<file path="src/rtl/max_tree_pkg.sv">
// Shared helpers for the signed max-reduction tree: compare/tie-break and clog2.
package max_tree_pkg;

    // Widest sample the compare helper accepts; narrower samples are sign-extended.
    localparam int unsigned CmpW = 64;

    typedef logic signed [CmpW-1:0] cmp_t;

    // True when lhs beats rhs. Ties go to lhs, so callers pass the lower index (or the
    // earlier beat) as lhs.
    function automatic logic lhs_wins(input cmp_t lhs, input cmp_t rhs);
        return lhs >= rhs;
    endfunction

    function automatic int unsigned clog2(input int unsigned n);
        int unsigned r;
        r = 0;
        while ((64'd1 << r) < 64'(n)) begin
            r = r + 1;
        end
        return r;
    endfunction

endpackage

</file>
<file path="src/rtl/max2_stage.sv">
// One registered tree node: picks the larger of two signed candidates, carrying index,
// valid and last alongside.
module max2_stage
    import max_tree_pkg::*;
#(
    parameter int unsigned SIZE    = 8,
    parameter int unsigned INDEX_W = 6
) (
    input  logic               clk,
    input  logic               reset_n,
    input  logic [SIZE-1:0]    a_val,
    input  logic [INDEX_W-1:0] a_idx,
    input  logic               a_valid,
    input  logic               a_last,
    input  logic [SIZE-1:0]    b_val,
    input  logic [INDEX_W-1:0] b_idx,
    input  logic               b_valid,
    input  logic               b_last,
    output logic [SIZE-1:0]    y_val,
    output logic [INDEX_W-1:0] y_idx,
    output logic               y_valid,
    output logic               y_last
);

    logic a_win;
    logic beat_valid;

    assign a_win      = lhs_wins(cmp_t'(signed'(a_val)), cmp_t'(signed'(b_val)));
    assign beat_valid = a_valid & b_valid;

    // Value/index only move with a valid beat so the root holds its last report.
    always_ff @(posedge clk) begin
        if (!reset_n) begin
            y_val   <= '0;
            y_idx   <= '0;
            y_valid <= 1'b0;
            y_last  <= 1'b0;
        end else begin
            y_valid <= beat_valid;
            y_last  <= a_last & b_last;
            if (beat_valid) begin
                y_val <= a_win ? a_val : b_val;
                y_idx <= a_win ? a_idx : b_idx;
            end
        end
    end

endmodule

</file>
<file path="src/rtl/max_tree_twos_comp.sv">
// Pipelined signed max tree over NUM_IN samples, one registered level per log2 step.
// Define MAX_TREE_ACCUM_EN to add a frame-maximum accumulator stage after the root.
module max_tree_twos_comp
    import max_tree_pkg::*;
#(
    parameter int unsigned SIZE         = 8,
    parameter int unsigned NUM_IN       = 64,
    parameter int unsigned INDEX_W      = 6,
    parameter int unsigned INDEX_OFFSET = 0,
    parameter int unsigned BEAT_W       = 8
) (
    input  logic                   clk,
    input  logic                   reset_n,
    input  logic [NUM_IN*SIZE-1:0] in_data,
    input  logic                   in_valid,
    input  logic                   in_last,
    output logic [SIZE-1:0]        max_val,
    output logic [INDEX_W-1:0]     max_index,
    output logic                   out_valid
`ifdef MAX_TREE_ACCUM_EN
    ,
    output logic [SIZE-1:0]        acc_val,
    output logic [INDEX_W-1:0]     acc_index,
    output logic [BEAT_W-1:0]      acc_beat,
    output logic                   acc_valid
`endif
);

    localparam int unsigned Levels = clog2(NUM_IN);
    localparam int unsigned Nodes  = 2 * NUM_IN - 1;

    // Heap-ordered nodes: 0 is the root, children of n are 2n+1 / 2n+2, and leaves
    // NUM_IN-1 .. Nodes-1 hold samples in ascending order, so left always means lower index.
    logic [SIZE-1:0]    node_val   [Nodes];
    logic [INDEX_W-1:0] node_idx   [Nodes];
    logic               node_valid [Nodes];
    logic               node_last  [Nodes];

    for (genvar k = 0; k < NUM_IN; k++) begin : g_leaf
        assign node_val[NUM_IN-1+k]   = in_data[k*SIZE +: SIZE];
        // Offset is folded in at the leaf so reset leaves max_index at zero.
        assign node_idx[NUM_IN-1+k]   = INDEX_W'(k + INDEX_OFFSET);
        assign node_valid[NUM_IN-1+k] = in_valid;
        assign node_last[NUM_IN-1+k]  = in_last;
    end

    for (genvar n = 0; n < NUM_IN - 1; n++) begin : g_node
        max2_stage #(
            .SIZE    (SIZE),
            .INDEX_W (INDEX_W)
        ) u_stage (
            .clk     (clk),
            .reset_n (reset_n),
            .a_val   (node_val[2*n+1]),
            .a_idx   (node_idx[2*n+1]),
            .a_valid (node_valid[2*n+1]),
            .a_last  (node_last[2*n+1]),
            .b_val   (node_val[2*n+2]),
            .b_idx   (node_idx[2*n+2]),
            .b_valid (node_valid[2*n+2]),
            .b_last  (node_last[2*n+2]),
            .y_val   (node_val[n]),
            .y_idx   (node_idx[n]),
            .y_valid (node_valid[n]),
            .y_last  (node_last[n])
        );
    end

    assign max_val   = node_val[0];
    assign max_index = node_idx[0];
    assign out_valid = node_valid[0];

`ifdef MAX_TREE_ACCUM_EN
    localparam logic [BEAT_W-1:0] BeatMax = '1;

    logic [SIZE-1:0]    run_val_q,  run_val_d;
    logic [INDEX_W-1:0] run_idx_q,  run_idx_d;
    logic [BEAT_W-1:0]  run_beat_q, run_beat_d;
    logic               run_have_q, run_have_d;
    logic [BEAT_W-1:0]  beat_cnt_q, beat_cnt_d;
    logic [SIZE-1:0]    acc_val_q,  acc_val_d;
    logic [INDEX_W-1:0] acc_idx_q,  acc_idx_d;
    logic [BEAT_W-1:0]  acc_beat_q, acc_beat_d;
    logic               acc_vld_q,  acc_vld_d;
    logic               new_wins;

    // Held running max wins ties, so a later beat must be strictly greater.
    assign new_wins = !run_have_q ||
                      !lhs_wins(cmp_t'(signed'(run_val_q)), cmp_t'(signed'(node_val[0])));

    always_comb begin
        run_val_d  = run_val_q;
        run_idx_d  = run_idx_q;
        run_beat_d = run_beat_q;
        run_have_d = run_have_q;
        beat_cnt_d = beat_cnt_q;
        acc_val_d  = acc_val_q;
        acc_idx_d  = acc_idx_q;
        acc_beat_d = acc_beat_q;
        acc_vld_d  = 1'b0;
        if (node_valid[0]) begin
            if (new_wins) begin
                run_val_d  = node_val[0];
                run_idx_d  = node_idx[0];
                run_beat_d = beat_cnt_q;
            end
            run_have_d = 1'b1;
            beat_cnt_d = (beat_cnt_q == BeatMax) ? beat_cnt_q : beat_cnt_q + BEAT_W'(1);
            if (node_last[0]) begin
                acc_val_d  = run_val_d;
                acc_idx_d  = run_idx_d;
                acc_beat_d = run_beat_d;
                acc_vld_d  = 1'b1;
                run_have_d = 1'b0;
                beat_cnt_d = '0;
            end
        end
    end

    always_ff @(posedge clk) begin
        if (!reset_n) begin
            run_val_q  <= '0;
            run_idx_q  <= '0;
            run_beat_q <= '0;
            run_have_q <= 1'b0;
            beat_cnt_q <= '0;
            acc_val_q  <= '0;
            acc_idx_q  <= '0;
            acc_beat_q <= '0;
            acc_vld_q  <= 1'b0;
        end else begin
            run_val_q  <= run_val_d;
            run_idx_q  <= run_idx_d;
            run_beat_q <= run_beat_d;
            run_have_q <= run_have_d;
            beat_cnt_q <= beat_cnt_d;
            acc_val_q  <= acc_val_d;
            acc_idx_q  <= acc_idx_d;
            acc_beat_q <= acc_beat_d;
            acc_vld_q  <= acc_vld_d;
        end
    end

    assign acc_val   = acc_val_q;
    assign acc_index = acc_idx_q;
    assign acc_beat  = acc_beat_q;
    assign acc_valid = acc_vld_q;
`else
    // Last still rides the pipeline; without the accumulator nothing consumes it.
    logic unused_root_last;
    assign unused_root_last = node_last[0];
`endif

    if (Levels < 2) begin : g_unused_levels
        logic unused_levels;
        assign unused_levels = 1'b0;
    end

endmodule

</file>
<file path="config.mk">
export PLATFORM = sky130hd
export DESIGN_NAME = max_tree_twos_comp
export DESIGN_NICKNAME = d
export VERILOG_FILES = /design/src/rtl/max_tree_pkg.sv /design/src/rtl/max2_stage.sv /design/src/rtl/max_tree_twos_comp.sv
export SDC_FILE = /design/constraint.sdc
export NUM_CORES = 2
export LEC_CHECK = 0
export CAP_MARGIN = 5
export CELL_PAD_IN_SITES_DETAIL_PLACEMENT = 1
export CELL_PAD_IN_SITES_GLOBAL_PLACEMENT = 1
export CORE_MARGIN = 8
export CORE_UTILIZATION = 47
export DETAILED_ROUTE_END_ITERATION = 16
export PLACE_DENSITY = 0.82
export RECOVER_POWER = 25
export SYNTH_ARGS = -nofsm -noshare
export SYNTH_HDL_FRONTEND = slang
export SYNTH_HIERARCHICAL = 1
export SYNTH_SLANG_ARGS = --single-unit
</file>
<file path="constraint.sdc">
create_clock -name clk -period 2.27 [get_ports clk]
set_clock_uncertainty 0.05 [all_clocks]
set_input_delay 0.454 -clock clk [delete_from_list [all_inputs] [get_ports clk]]
set_output_delay 0.454 -clock clk [all_outputs]
set_load 0.01 [all_outputs]
</file>
==> metrics.txt <==
status=finished, violations left; failing checks=max-capacitance violations, max-slew violations, negative setup slack; Max FO, Critical Path=6; clk sink count=945; initial antenna violation count=6; row count=132; Initial Util=0.4728; Psw=14.35 mW; clk slew on worst S/H paths=0.07 ns; RSZ-0062 raised after global routing=yes; Layout Cells excl Fill=10080; CTS Buf Count=108; Comb power frac=0.253; Total Power=47.91 mW; core area=0.1293 sq mm; FF-to-FF End=g_node[6].u_stage/y_idx[4]$_SDFFE_PN0P_; pre-CTS setup slack=-0.6702 ns; Fin. Hold Viols=0; Final Net Count=9272; fin worst setup slack=-0.2121 ns; path category of the worst min-delay check=in -> reg; Root Driver=clkbuf_16; PD cells=592.8 mW/mm^2; f_max=402.9 MHz; vias in the first global route=65670; Max VDD drop=0.0005760 V; Initial DRC Count=3979; Post-DP HPWL=163.1 mm; worst rel slew slack=-0.2476; die height=376.7 microns; worst path required time=2.80 ns; cells after synthesis=6488; Post-Place Cells=9813; residual DRC count=0; Die Span X=376.7 microns; vias per cell=5.959; max_cap viols=2; via count=60080; Worst setup EP type=flop; Critical Path Start Type=flop; largest net degree at the start of global routing=92; worst path arrival time=3.01 ns; Syn Area/Cell=9.423 sq um; hold worst-path end=g_node[17].u_stage/y_val[3]$_SDFFE_PN0P_; Overall Global Routing Usage=0.3137; Ys Warns=6; drt first pass iters=8; Post-Route WL=240.1 mm; cell internal pwr=33.56 mW; Period minus WS final=2.482 ns; Hold Startpoint=reset_n; global placement routability congestion=0.8959; CTS tree=built; first-pass GRT wire length=364.0 mm; layout cell share with drive strength beyond 1=0.1720; WHS Path Cells=3; switching portion of total power=0.2995; H-Tree Depth=3; Sequential Power Share=0.373; worst reg-to-reg setup slack=-0.21 ns; cell area after synthesis=0.06114 sq mm; Worst Reg-to-Reg Cells=8; Final Cycle Share=1.093; Routed Antenna Nets=0; maximum buffer depth of the clock tree=3; Slew @ Worst Pin=1.871 ns; Area Growth Syn to Fin=32.20%; IO buf count=529; grt ovf=0; worst reg2reg path startpoint=g_node[14].u_stage/y_val[5]$_SDFFE_PN0P_; critical path class=reg -> reg; Routed WL per cell=23.81 microns; Clock power frac=0.375; area of the die=0.1419 sq mm; P_leak=39.38 nW; worst skew pair latency=0.74 ns; boundary pin count=531; max-slew violations=58; Util after Layout=0.6250; final setup fails=100
-- power by group through the flow --
| stage | clock network [mW] | registers [mW] | logic (mW) |
|---|---|---|---|
| 2_1_floorplan | 0 | 17.9 | 6.99 |
| 3_3_place_gp | 0 | 18.1 | 10.3 |
| 3_5_place_dp | 0 | 18.1 | 10.9 |
| 4_1_cts | 18.1 | 17.8 | 11.6 |
| 5_1_grt | 18.9 | 17.9 | 12.9 |
| 6_report | 18.0 | 17.8 | 12.1 |
-- worst max-delay path by stage --
stage / startpoint / end / slack, ns / cells past startpoint
after floorplan: in_data[352] / g_node[53].u_stage/y_val[0]$_SDFFE_PN0P_ / 0.18 / 8
after global placement: in_data[76] / g_node[35].u_stage/y_idx[0]$_SDFFE_PN0P_ / -0.60 / 7
after detailed placement: in_data[175] / g_node[41].u_stage/y_val[2]$_SDFFE_PN0P_ / -0.67 / 7
after CTS: g_node[18].u_stage/y_val[6]$_SDFFE_PN0P_ / g_node[8].u_stage/y_idx[2]$_SDFFE_PN0P_ / 0.004 / 10
after global routing: g_node[14].u_stage/y_val[5]$_SDFFE_PN0P_ / g_node[6].u_stage/y_idx[4]$_SDFFE_PN0P_ / -0.21 / 8
final: g_node[14].u_stage/y_val[5]$_SDFFE_PN0P_ / g_node[6].u_stage/y_idx[4]$_SDFFE_PN0P_ / -0.21 / 8
-- registers in the layout, indices dropped and copies added, names as in the netlist --
signal                  flops
g_node.u_stage/y_idx      378
g_node.u_stage/y_val      504
g_node.u_stage/y_valid     63
-- area by class of cell --
class / count / area, sq um
repair buffers: 1550 / 13510
multi-input cells: 5080 / 40510
flip-flops and latches: 945 / 18940
clock buffers: 166 / 3202
diodes: 3 / 7.507
fillers: 14600 / 48500
well taps: 1742 / 2180
inverters: 567 / 2131
clock inverters: 30 / 342.8
-- stage by stage --
stage | TNS, ns | hold WS, ns | area (sq um)
after detailed placement | -180.47 | 0.4155 | 76140
final | -5.477 | 0.04567 | 80820
after floorplan | 0 | 0.3938 | 63070
after global placement | -144.91 | 0.4016 | 76140
after CTS | 0 | 0.01846 | 80510
after global routing | -9.667 | 0.01912 | 80820
-- what timing repair did --
action / CTS / global route
cloned: 0 / 3
setup buffers: 55 / 14
hold buffers: 0 / 0
resized for setup: 35 / 74
pin swaps: 34 / 38
setup endpoints to repair: 399 / 188
-- worst max-delay path: stages, from the launching register on --
cell	delay, ns
dfxtp_2	0.33
inv_1	0.18
ha_4	0.25
a21o_1	0.19
a2111oi_4	0.44
o32ai_4	0.17
buf_4	0.22
mux2i_2	0.36
a21oi_1	0.13
-- placed cells by master, fill, tap and decap left out, types with 8 or more instances in the layout --
master,n
ha_1,501
buf_4,930
clkinv_2,16
and2_1,54
dfxtp_1,931
o31ai_4,48
inv_1,566
conb_1,516
o21a_1,63
a21oi_2,8
and3_1,63
nand3_1,47
nand4_1,63
a2111oi_2,45
clkdlybuf4s50_1,515
o221ai_1,672
o21ai_0,210
dlygate4sd2_1,10
dfxtp_2,13
and2_0,9
mux2i_2,13
clkbuf_4,10
nand2b_1,673
nor2_1,63
mux2i_1,854
mux2i_4,15
nand2b_4,14
a21o_1,63
clkbuf_2,11
clkbuf_1,44
nand2_1,96
buf_12,47
clkbuf_8,26
a2111oi_4,79
clkbuf_16,111
nor2b_1,15
o32ai_4,15
a21oi_1,874
-- per-layer routing --
metal | global-route usage | wire, microns | share of wire
met1 | 0.3488 | 91840 | 0.38
met2 | 0.5749 | 121700 | 0.51
met3 | 0.04949 | 12220 | 0.051
met4 | 0.1614 | 14290 | 0.060
met5 | 0 | 11 | 0.000046
Power figures use the tool's default switching activity.
